$ cat src/rtl/fetch_ctrl.sv
// ---------------------------------------------------------------------------
// fetch_ctrl
//
// Fetch-stage sequencer. Owns the program counter and drives a single
// outstanding req/ack port to instruction memory. Produces the IF/ID load
// enable and flush, inserts ID/EX bubbles on load-use hazards, buffers an
// instruction that returns while the pipeline is stalled, and discards the
// stale response of a request abandoned by a branch/jump redirect.
//
// Parameters:
//   PC_WIDTH        program-counter / address width
//   INST_WIDTH      instruction width
//   REG_ADDR_WIDTH  register index width
//   RESET_PC        PC value loaded on reset
//
// Ports:
//   clk, reset                  clock, asynchronous active-high reset
//   imem_req/imem_addr          fetch request and address (address stable
//                               until imem_ack)
//   imem_ack/imem_rdata         memory response and fetched instruction
//   redirect/redirect_pc        taken branch / resolved jump and its target
//   ID_EX_mem_read, ID_EX_rd    load in ID/EX and its destination
//   IF_ID_rs1, IF_ID_rs2        sources of the instruction held in IF/ID
//   inst, pc, pc_next           instruction, its address, and address + 4
//   IF_ID_write, IF_flush       IF/ID load enable and flush
//   ID_EX_bubble                zero the ID/EX control word
//   perf_stall_cnt              load-use stall cycles
//   perf_flush_cnt              redirect cycles
//
// Build option:
//   FETCH_PERF_CNT_EN  when defined, the two perf outputs are live 32-bit
//                      wrapping counters; otherwise they are tied to zero.
// ---------------------------------------------------------------------------
module fetch_ctrl #(
    parameter int                  PC_WIDTH       = 32,
    parameter int                  INST_WIDTH     = 32,
    parameter int                  REG_ADDR_WIDTH = 5,
    parameter logic [PC_WIDTH-1:0] RESET_PC       = '0
) (
    input  logic                      clk,
    input  logic                      reset,
    output logic                      imem_req,
    output logic [PC_WIDTH-1:0]       imem_addr,
    input  logic                      imem_ack,
    input  logic [INST_WIDTH-1:0]     imem_rdata,
    input  logic                      redirect,
    input  logic [PC_WIDTH-1:0]       redirect_pc,
    input  logic                      ID_EX_mem_read,
    input  logic [REG_ADDR_WIDTH-1:0] ID_EX_rd,
    input  logic [REG_ADDR_WIDTH-1:0] IF_ID_rs1,
    input  logic [REG_ADDR_WIDTH-1:0] IF_ID_rs2,
    output logic [INST_WIDTH-1:0]     inst,
    output logic [PC_WIDTH-1:0]       pc,
    output logic [PC_WIDTH-1:0]       pc_next,
    output logic                      IF_ID_write,
    output logic                      IF_flush,
    output logic                      ID_EX_bubble,
    output logic [31:0]               perf_stall_cnt,
    output logic [31:0]               perf_flush_cnt
);

    typedef enum logic [1:0] {
        FETCH = 2'd0,
        HOLD  = 2'd1,
        DRAIN = 2'd2
    } state_t;

    localparam logic [PC_WIDTH-1:0] PC_STEP    = PC_WIDTH'(4);
    localparam logic [PC_WIDTH-1:0] ALIGN_MASK = ~PC_WIDTH'(3);

    state_t                  state, state_d;
    logic [PC_WIDTH-1:0]     pc_d;
    logic [PC_WIDTH-1:0]     drain_addr, drain_addr_d;
    logic [INST_WIDTH-1:0]   inst_buf, inst_buf_d;
    logic [PC_WIDTH-1:0]     redirect_target;
    logic                    stall;

    // Load-use hazard: a load to a non-zero register that the instruction in
    // IF/ID reads. x0 is hardwired, so a "load to x0" never creates a hazard.
    assign stall = ID_EX_mem_read && (ID_EX_rd != '0) &&
                   ((ID_EX_rd == IF_ID_rs1) || (ID_EX_rd == IF_ID_rs2));

    // Targets are word aligned; the low two bits of the target are ignored.
    assign redirect_target = redirect_pc & ALIGN_MASK;

    // A redirect always wins, so the bubble is suppressed when the flush
    // already kills the instruction in IF/ID.
    assign IF_flush     = redirect && !reset;
    assign ID_EX_bubble = stall && !redirect && !reset;

    assign pc_next   = pc + PC_STEP;
    assign imem_addr = (state == DRAIN) ? drain_addr : pc;
    assign inst      = (state == HOLD) ? inst_buf : imem_rdata;

    // State register plus PC, stall buffer and abandoned-request address.
    always_ff @(posedge clk or posedge reset) begin
        if (reset) begin
            state      <= FETCH;
            pc         <= RESET_PC;
            drain_addr <= RESET_PC;
            inst_buf   <= '0;
        end else begin
            state      <= state_d;
            pc         <= pc_d;
            drain_addr <= drain_addr_d;
            inst_buf   <= inst_buf_d;
        end
    end

    // Next-state and handshake outputs. In FETCH a redirect that coincides
    // with the ack simply drops that response; without the ack the request
    // is still in flight and must be drained before the new target is sent.
    always_comb begin
        state_d      = state;
        pc_d         = pc;
        drain_addr_d = drain_addr;
        inst_buf_d   = inst_buf;
        imem_req     = 1'b0;
        IF_ID_write  = 1'b0;

        case (state)
            FETCH: begin
                imem_req = 1'b1;
                if (redirect) begin
                    pc_d = redirect_target;
                    if (!imem_ack) begin
                        drain_addr_d = pc;
                        state_d      = DRAIN;
                    end
                end else if (imem_ack && !stall) begin
                    IF_ID_write = 1'b1;
                    pc_d        = pc_next;
                end else if (imem_ack) begin
                    inst_buf_d = imem_rdata;
                    state_d    = HOLD;
                end
            end
            HOLD: begin
                if (redirect) begin
                    pc_d    = redirect_target;
                    state_d = FETCH;
                end else if (!stall) begin
                    IF_ID_write = 1'b1;
                    pc_d        = pc_next;
                    state_d     = FETCH;
                end
            end
            DRAIN: begin
                imem_req = 1'b1;
                if (redirect) begin
                    pc_d = redirect_target;
                end
                if (imem_ack) begin
                    state_d = FETCH;
                end
            end
            default: begin
                state_d = FETCH;
            end
        endcase

        if (reset) begin
            imem_req    = 1'b0;
            IF_ID_write = 1'b0;
        end
    end

`ifdef FETCH_PERF_CNT_EN
    logic [31:0] stall_cnt_q;
    logic [31:0] flush_cnt_q;

    // Event counters; both wrap naturally at 2^32.
    always_ff @(posedge clk or posedge reset) begin
        if (reset) begin
            stall_cnt_q <= '0;
            flush_cnt_q <= '0;
        end else begin
            if (ID_EX_bubble) begin
                stall_cnt_q <= stall_cnt_q + 32'd1;
            end
            if (IF_flush) begin
                flush_cnt_q <= flush_cnt_q + 32'd1;
            end
        end
    end

    assign perf_stall_cnt = stall_cnt_q;
    assign perf_flush_cnt = flush_cnt_q;
`else
    assign perf_stall_cnt = '0;
    assign perf_flush_cnt = '0;
`endif

endmodule

$ cat config.mk
export PLATFORM = sky130hd
export DESIGN_NAME = fetch_ctrl
export DESIGN_NICKNAME = d
export VERILOG_FILES = /design/src/rtl/fetch_ctrl.sv
export SDC_FILE = /design/constraint.sdc
export NUM_CORES = 1
export LEC_CHECK = 0
export ABC_AREA = 1
export CAP_MARGIN = 20
export CORE_MARGIN = 5
export CORE_UTILIZATION = 43
export DETAILED_ROUTE_END_ITERATION = 16
export HOLD_SLACK_MARGIN = 0.06
export PLACE_DENSITY_LB_ADDON = 0.12
export SLEW_MARGIN = 10
export SYNTH_ARGS = -nofsm -noshare
export SYNTH_HDL_FRONTEND = slang
export SYNTH_SLANG_ARGS = --single-unit
$ cat constraint.sdc
create_clock -name clk -period 8.3 [get_ports clk]
set_input_delay 2.49 -clock clk [delete_from_list [all_inputs] [get_ports clk]]
set_output_delay 2.49 -clock clk [all_outputs]
set_load 0.01 [all_outputs]
[Yosys cells after proc, flatten, opt, wreduce, memory -nomap -nowiden]
Index checks and enable logic that the tools add are counted.
Widths: inputs -> output; s select.
Operators by class
  equal/unequal tests: 11
  bitwise logic cells: 3
  $add $sub $neg: 1
  mux-type cells: 24
  reduce and logical (&&, ||, !) cells: 18
Operators by type and width (count)
  $mux 32: 7
  $pmux 32 s3: 1
  $add 32x3->32 const B: 1
  $ne 3x3->1 const B: 5
  $mux 2: 7
  $eq 5x5->1: 2
  $reduce_and 4->1: 2
  $mux 1: 7
  $logic_and 1x1->1: 6
  $pmux 2 s3: 1
  $reduce_and 5->1: 1
  $reduce_bool 5->1: 1
  $ne 2x2->1 const B: 2
  $logic_not 1->1: 3
  $not 1->1: 3
  $reduce_and 3->1: 1
  $reduce_bool 3->1: 1
  $eq 2x1->1 const B: 1
  $eq 2x2->1 const B: 1
  $logic_not 2->1: 1
  $pmux 1 s2: 1
  $reduce_or 2->1: 1
  $logic_or 1x1->1: 1
Word-level totals
  output and inout bits: 196
  word-level logic and storage cells: 61
  register bits after elaboration: 98
  input port bits: 84

[Depth between registers and ports, before layout]
Gate-level depths: netlist (run 1).
  depth in word-level cells: 9
  mapped depth: 13
  gate-level depth less buffers: 12

[Worst setup path after synthesis (run 1)]
Ideal clock, no wire load.
  kind: input-to-output
  start: input reset
  end: output IF_ID_write
  required time: 5.810 ns
  path slack: 0.881 ns
  data arrival time: 4.929 ns
  cell stages on the path: 2
  path buffers: 0
  cells stage by stage: inv_1 > o2111a_1
On the way
  word-level cells in the longest chain between the ends: 1
RTL lines
  start: declaration: line 41  | input logic reset,
  $mux 1: line 162  | if (reset) begin
  end: declaration: line 55  | output logic IF_ID_write,
No other way between the ends.

[Worst setup path after layout (run 1)]
Ends and elaborated chain as after synthesis.

==> results of run 1 <==
## path summary, 6_finish.rpt
kind,start,cells after the start,endpoint
max in group asynchronous,reset,3,inst_buf[4]
setup reg to reg,state[0],9,pc[16]
hold reg to reg,drain_addr[5],2,drain_addr[5]
min in group asynchronous,reset,2,drain_addr[4]
setup / recovery,reset,4,IF_ID_write
hold / removal,drain_addr[5],2,drain_addr[5]
## placed cells by master (no fill, tap or decap), drive strengths merged
cell type and n:
inv 95, xor2 13, nor2 55, dfrtp 94, ha 4, and2 2, mux2i 7, clkinv 3
nand3b 1, diode 1, clkbuf 11, bufinv 2, o21ai 144, nor3 5, nand4 12, or2 8
xnor2 2, nand3 46, conb 70, buf 6, clkdlybuf4s50 207, nand2 327, a21oi 1, o2111a 1
## registers in the layout, summed over array words and instances (netlist names)
register,flops
drain_addr,30
inst_buf,32
pc,30
state,2
## critical path: stages
cell and delay, ps:
clkdlybuf4s50_1 510, inv_4 500, o2111a_1 280, clkdlybuf4s50_1 550
## layout make-up
cell class                 instances  area share
clock inverter                     5     0.00957
inverter                          95      0.0416
multi-input combinational        698       0.373
clock buffer                      11      0.0270
timing repair buffer             213       0.250
antenna                            1    0.000290
tap                              184      0.0267
sequential                        94       0.273
## cells by family after synthesis
logic type,count (synthesis)
xor+xnor,15
mux,7
simple gates,456
other cells,1
flops,94
fa+ha+maj,4
buf+inv,202
compound gates,146
## routing by layer
layer | global-route usage | up-vias
met1 | 0.305 | 2815
met3 | 0.0412 | 17
met2 | 0.337 | 255
met5 | 0 | -
met4 | 0.0760 | 0
li1 | - | 3144
## stage by stage
| stage | std cells | setup slack, ps |
|---|---|---|
| floorplan | 994 | 881 |
| global placement | 1281 | 1400 |
| detailed placement | 1282 | 1400 |
| CTS | 1298 | 1400 |
| global route | 1301 | 1280 |
| finish | 1301 | 1470 |
## power by group through the flow
stage / Clock, W / Sequential (W) / Combinational (W)
6_report: 0.000447 / 0.000849 / 0.00158
3_5_place_dp: 0 / 0.000854 / 0.00158
4_1_cts: 0.000456 / 0.000848 / 0.00159
2_1_floorplan: 0 / 0.000837 / 0.000834
3_3_place_gp: 0 / 0.000848 / 0.00157
5_1_grt: 0.000476 / 0.000881 / 0.00174
==> key figures, run 1 <==
Route
  • WL/cell: 14.8 um
  • DRC Markers: 0
  • Routed wire length: 19200 um
  • DRT antenna net count: 0
  • Met3 Routed Length: 1420 um
  • Highest routed layer: met4
  • Met1 WL: 8860 um
  • Post-DR vias/cell: 4.79
  • Vias: 6231
  • DRT iter0 DRCs: 389
  • Drt first pass iters: 5
  • Wire length on met2: 8620 um

CTS
  • H-tree depth: 3
  • CTS tree: done
  • Post-CTS resize count: 0
  • Post-CTS Hold Fix Bufs: 0
  • Root Driver: clkbuf_16
  • CTS sink cnt: 94
  • Postcts setup bufs: 0
  • Max Root-Sink Buffers: 2
  • Reg clk slew, reported paths: 60 ps
  • Worst skew pair latency: 340 ps
  • TritonCTS Buffers: 9

Yosys
  • Mean Syn Cell Area: 6.89 um2
  • Post-Synth XOR/XNOR Area: 0.0206
  • Post-Synth Simple-Gate Area: 0.301
  • Top FF cell, synth: dfrtp_1
  • Synth top area share: 0.369
  • Ranking of synthesized cells by area: dfrtp_1 (37%), nand2_1 (19%), o21ai_0 (9.6%)
  • Area leader, netlist: dfrtp_1
  • Post-Synth Adder-Cell Area: 0.00785
  • Asr flop ratio synth: 1.00
  • Sequential area share after synthesis: 0.369
  • Netlist cell types: 34
  • Synth Register Bits: 94
  • Cells after Synth: 925
  • Largest family of logic cells by synthesized area: simple AND/OR/NAND/NOR gates
  • YS warnings: 0
  • EDFF count, synth: 0
  • Post-synth top cells: nand2_1 (320), o21ai_0 (122), dfrtp_1 (94)
  • Most common cell in the netlist: nand2_1
  • Mux share of post-synthesis cell area: 0.0110
  • Post-Syn Area: 6380 um2
  • Post-synthesis compound-gate area fraction: 0.121

Setup path
  • Setup slack, reg-to-reg: 6060 ps
  • Crit. End Element: output port
  • WS Path Type: in2out
  • CP max FO: 47
  • Worst EP arrival: 4340 ps
  • Element type at the critical path start: primary input
  • Required time of the critical path: 5810 ps

Global route
  • Vias in the first global route: 5838
  • First-pass GRT wire length: 30900 um
  • Overall Global Routing Usage: 0.217
  • Gr ovfl total: 0
  • Initial antenna violation count: 1
  • Largest net degree at the start of global routing: 65

Final layout
  • Layout Nets: 1199
  • Storage cell area: 2350 um2
  • Layout fillers: 1393
  • Multi-input logic area: 3220 um2
  • Finished Cell Area: 8630 um2
  • Layout cells sized above 1: 0.0591
  • P&R area growth vs syn: 35.3%
  • Final core utilization: 0.594

Floorplanning
  • Row Count: 44
  • Initial Utilization: 0.439
  • Core area: 14500 um2
  • Chip width: 132 um
  • I/O pins: 280
  • Die H: 132 um
  • Die ar.: 17400 um2

STA
  • RSZ-0062 raised after global routing: no
  • Final critical-path share of the clock period: 0.822
  • Final Skew: 7.77 ps
  • Worst-Margin Slew: 647 ps
  • Hold Fails Final Rpt: 0
  • Endpoints failing setup: 0
  • Final-report max-slew violation count: 0
  • Slew margin rel.: 0.569
  • Post-route setup TNS: 0 ps
  • Fmax achieved: 147 MHz
  • Final Critical Period: 6830 ps
  • Final Hold Slack: 489 ps

Placed design
  • HPWL after DPL: 14300 um
  • Post-DP Area: 8270 um2
  • Port bufs: 207
  • GPL Wtd Cong: 0.848

Power and ir drop
  • P_leak: 4.13 nW
  • Sequential Power Share: 0.295
  • Pint: 0.00167 W
  • Net Sw Power: 0.00120 W
  • Net Sw Frac: 0.418
  • Share of total power in combinational logic: 0.549
  • Pwr/cell area: 333 nW/um2
  • Clock network fraction of design power: 0.155
  • VDD IR max: 0.000228 V
  • Power Total: 0.00288 W

Job
  • Max Cap Viol: 0

Min path
  • Hold WC Path Type: reg2reg

Outcome
  • Status: complete, no violations
Note: power is estimated with default switching activity, not from simulation.
==> inputs of run 2 (changes only) <==
Settings changed: CORE_UTILIZATION 43 to 39.
Clock period 8.3 ns to 6.1 ns, I/O delays scaled along.
==> key figures, run 2 (synthesized netlist as in run 1, its figures left out) <==
Final layout
  • Most common cell after layout, fill and taps aside: nand2_1
  • Finished Cell Area: 8690 um2
  • Layout Nets: 1200
  • Most frequent cells in the layout: nand2_1 (320), clkdlybuf4s50_1 (207), o21ai_0 (122)
  • Biggest regs: inst_buf x32, drain_addr x30, pc x30
  • Final core utilization: 0.545
  • Max FFs per register: 32
  • # diodes: 0
  • P&R area growth vs syn: 36.3%
  • Layout cells sized above 1: 0.0618
  • Reg with most FFs: inst_buf

Global route
  • Vias in the first global route: 5559
  • Overall Global Routing Usage: 0.201
  • Initial antenna violation count: 0
  • Gr ovfl total: 0
  • First-pass GRT wire length: 29600 um
  • Largest net degree at the start of global routing: 73

STA
  • Final-report max-slew violation count: 0
  • Slew margin rel.: 0.350
  • Final Critical Period: 5460 ps
  • Post-route setup TNS: 0 ps
  • Fmax achieved: 183 MHz
  • Final Skew: 8.31 ps
  • Hold Fails Final Rpt: 0
  • Final critical-path share of the clock period: 0.895
  • Endpoints failing setup: 0
  • RSZ-0062 raised after global routing: no
  • Worst-Margin Slew: 976 ps

Placed design
  • GPL Wtd Cong: 0.854
  • Post-DP Area: 8320 um2
  • HPWL after DPL: 14700 um
  • Port bufs: 207

Floorplanning
  • Chip width: 138 um
  • Die H: 138 um
  • Row Count: 46
  • Die ar.: 19000 um2
  • Core area: 15900 um2
  • I/O pins: 280
  • Initial Utilization: 0.400

CTS
  • Post-CTS resize count: 0
  • Post-CTS Hold Fix Bufs: 0
  • Max Root-Sink Buffers: 2
  • Reg clk slew, reported paths: 70 ps
  • Worst skew pair latency: 340 ps
  • CTS sink cnt: 94
  • Postcts setup bufs: 0
  • Root Driver: clkbuf_16
  • CTS tree: done
  • H-tree depth: 3
  • TritonCTS Buffers: 9

Setup path
  • WS Path Type: in2out
  • Crit path depth: 10
  • Required time of the critical path: 4270 ps
  • Cell family with most CP delay: buffers and inverters
  • Worst path max stage delay: 560 ps
  • Crit-path slowest cell: clkdlybuf4s50_1
  • CP max FO: 6
  • Worst Reg-to-Reg Cells: 11
  • Element type at the critical path start: primary input
  • CP cell instances: clkdlybuf4s50_1 > inv_2 > nand2_1 > nand2_1 > nor2_1 > nand3_1 > nand2_2 > nand3_4 > nor2_1 > clkdlybuf4s50_1
  • Worst EP arrival: 3630 ps
  • Buf/Inv on CP: 3
  • Crit. End Element: output port

Power and ir drop
  • VDD IR max: 0.000220 V
  • P_leak: 4.14 nW
  • Pwr/cell area: 454 nW/um2

Route
  • DRC Markers: 0
  • WL/cell: 14.8 um
  • Routed wire length: 19700 um
  • Met3 Routed Length: 1550 um
  • Drt first pass iters: 5
  • DRT antenna net count: 0
  • Wire length on met2: 8860 um
  • Post-DR vias/cell: 4.63
  • DRT iter0 DRCs: 455
  • Vias: 6166
  • Highest routed layer: met4
  • Met1 WL: 9020 um

Outcome
  • Status: complete, no violations

Min path
  • Hold WC Path Type: reg2reg
  • Hold path depth: 2

Job
  • Max Cap Viol: 0
[run 2: through the flow]
stage               setup WS (ps)  total power (W)  hold slack [ps]  instances
floorplan                    1.49          0.00227              453        994
global placement              649          0.00330              465       1314
detailed placement            631          0.00332              474       1315
CTS                           628          0.00396              490       1331
global route                  517          0.00424              505       1333
finish                        639          0.00394              487       1333
[run 2: path summary, 6_finish.rpt]
| check | startpoint | endpoint | slack, ps |
|---|---|---|---|
| setup / recovery | ID_EX_rd[4] | ID_EX_bubble | 640 |
| max in group asynchronous | reset | pc[11] | 2950 |
| hold / removal | drain_addr[13] | drain_addr[13] | 490 |
| hold reg to reg | drain_addr[13] | drain_addr[13] | 490 |
| min in group asynchronous | reset | inst_buf[2] | 1880 |
| setup reg to reg | state[1] | pc[2] | 3600 |
[run 2: worst min-delay path, cell delays in order (launching register included)]
cell     delay [ps]
dfrtp_1         340
nand2_1          50
o21ai_0          60
[run 2: area by class of cell]
type	instances	area, um2
fillers	1605	7250
multi-input cells	698	3220
flip-flops and latches	94	2350
repair buffers	214	2160
inverters	95	359
well taps	216	270
clock buffers	10	239
clock inverters	6	91.3
[run 2: per-layer routing]
metal | up-vias | global-route usage
met2 | 229 | 0.310
met4 | 0 | 0.0631
met1 | 2781 | 0.285
met5 | - | 0
met3 | 19 | 0.0374
li1 | 3137 | -
[run 2: report_power, final]
part | switching, W | internal (W)
Clock | 0.000255 | 0.000374
Sequential | 0.000242 | 0.000912
Combinational | 0.00116 | 0.00100
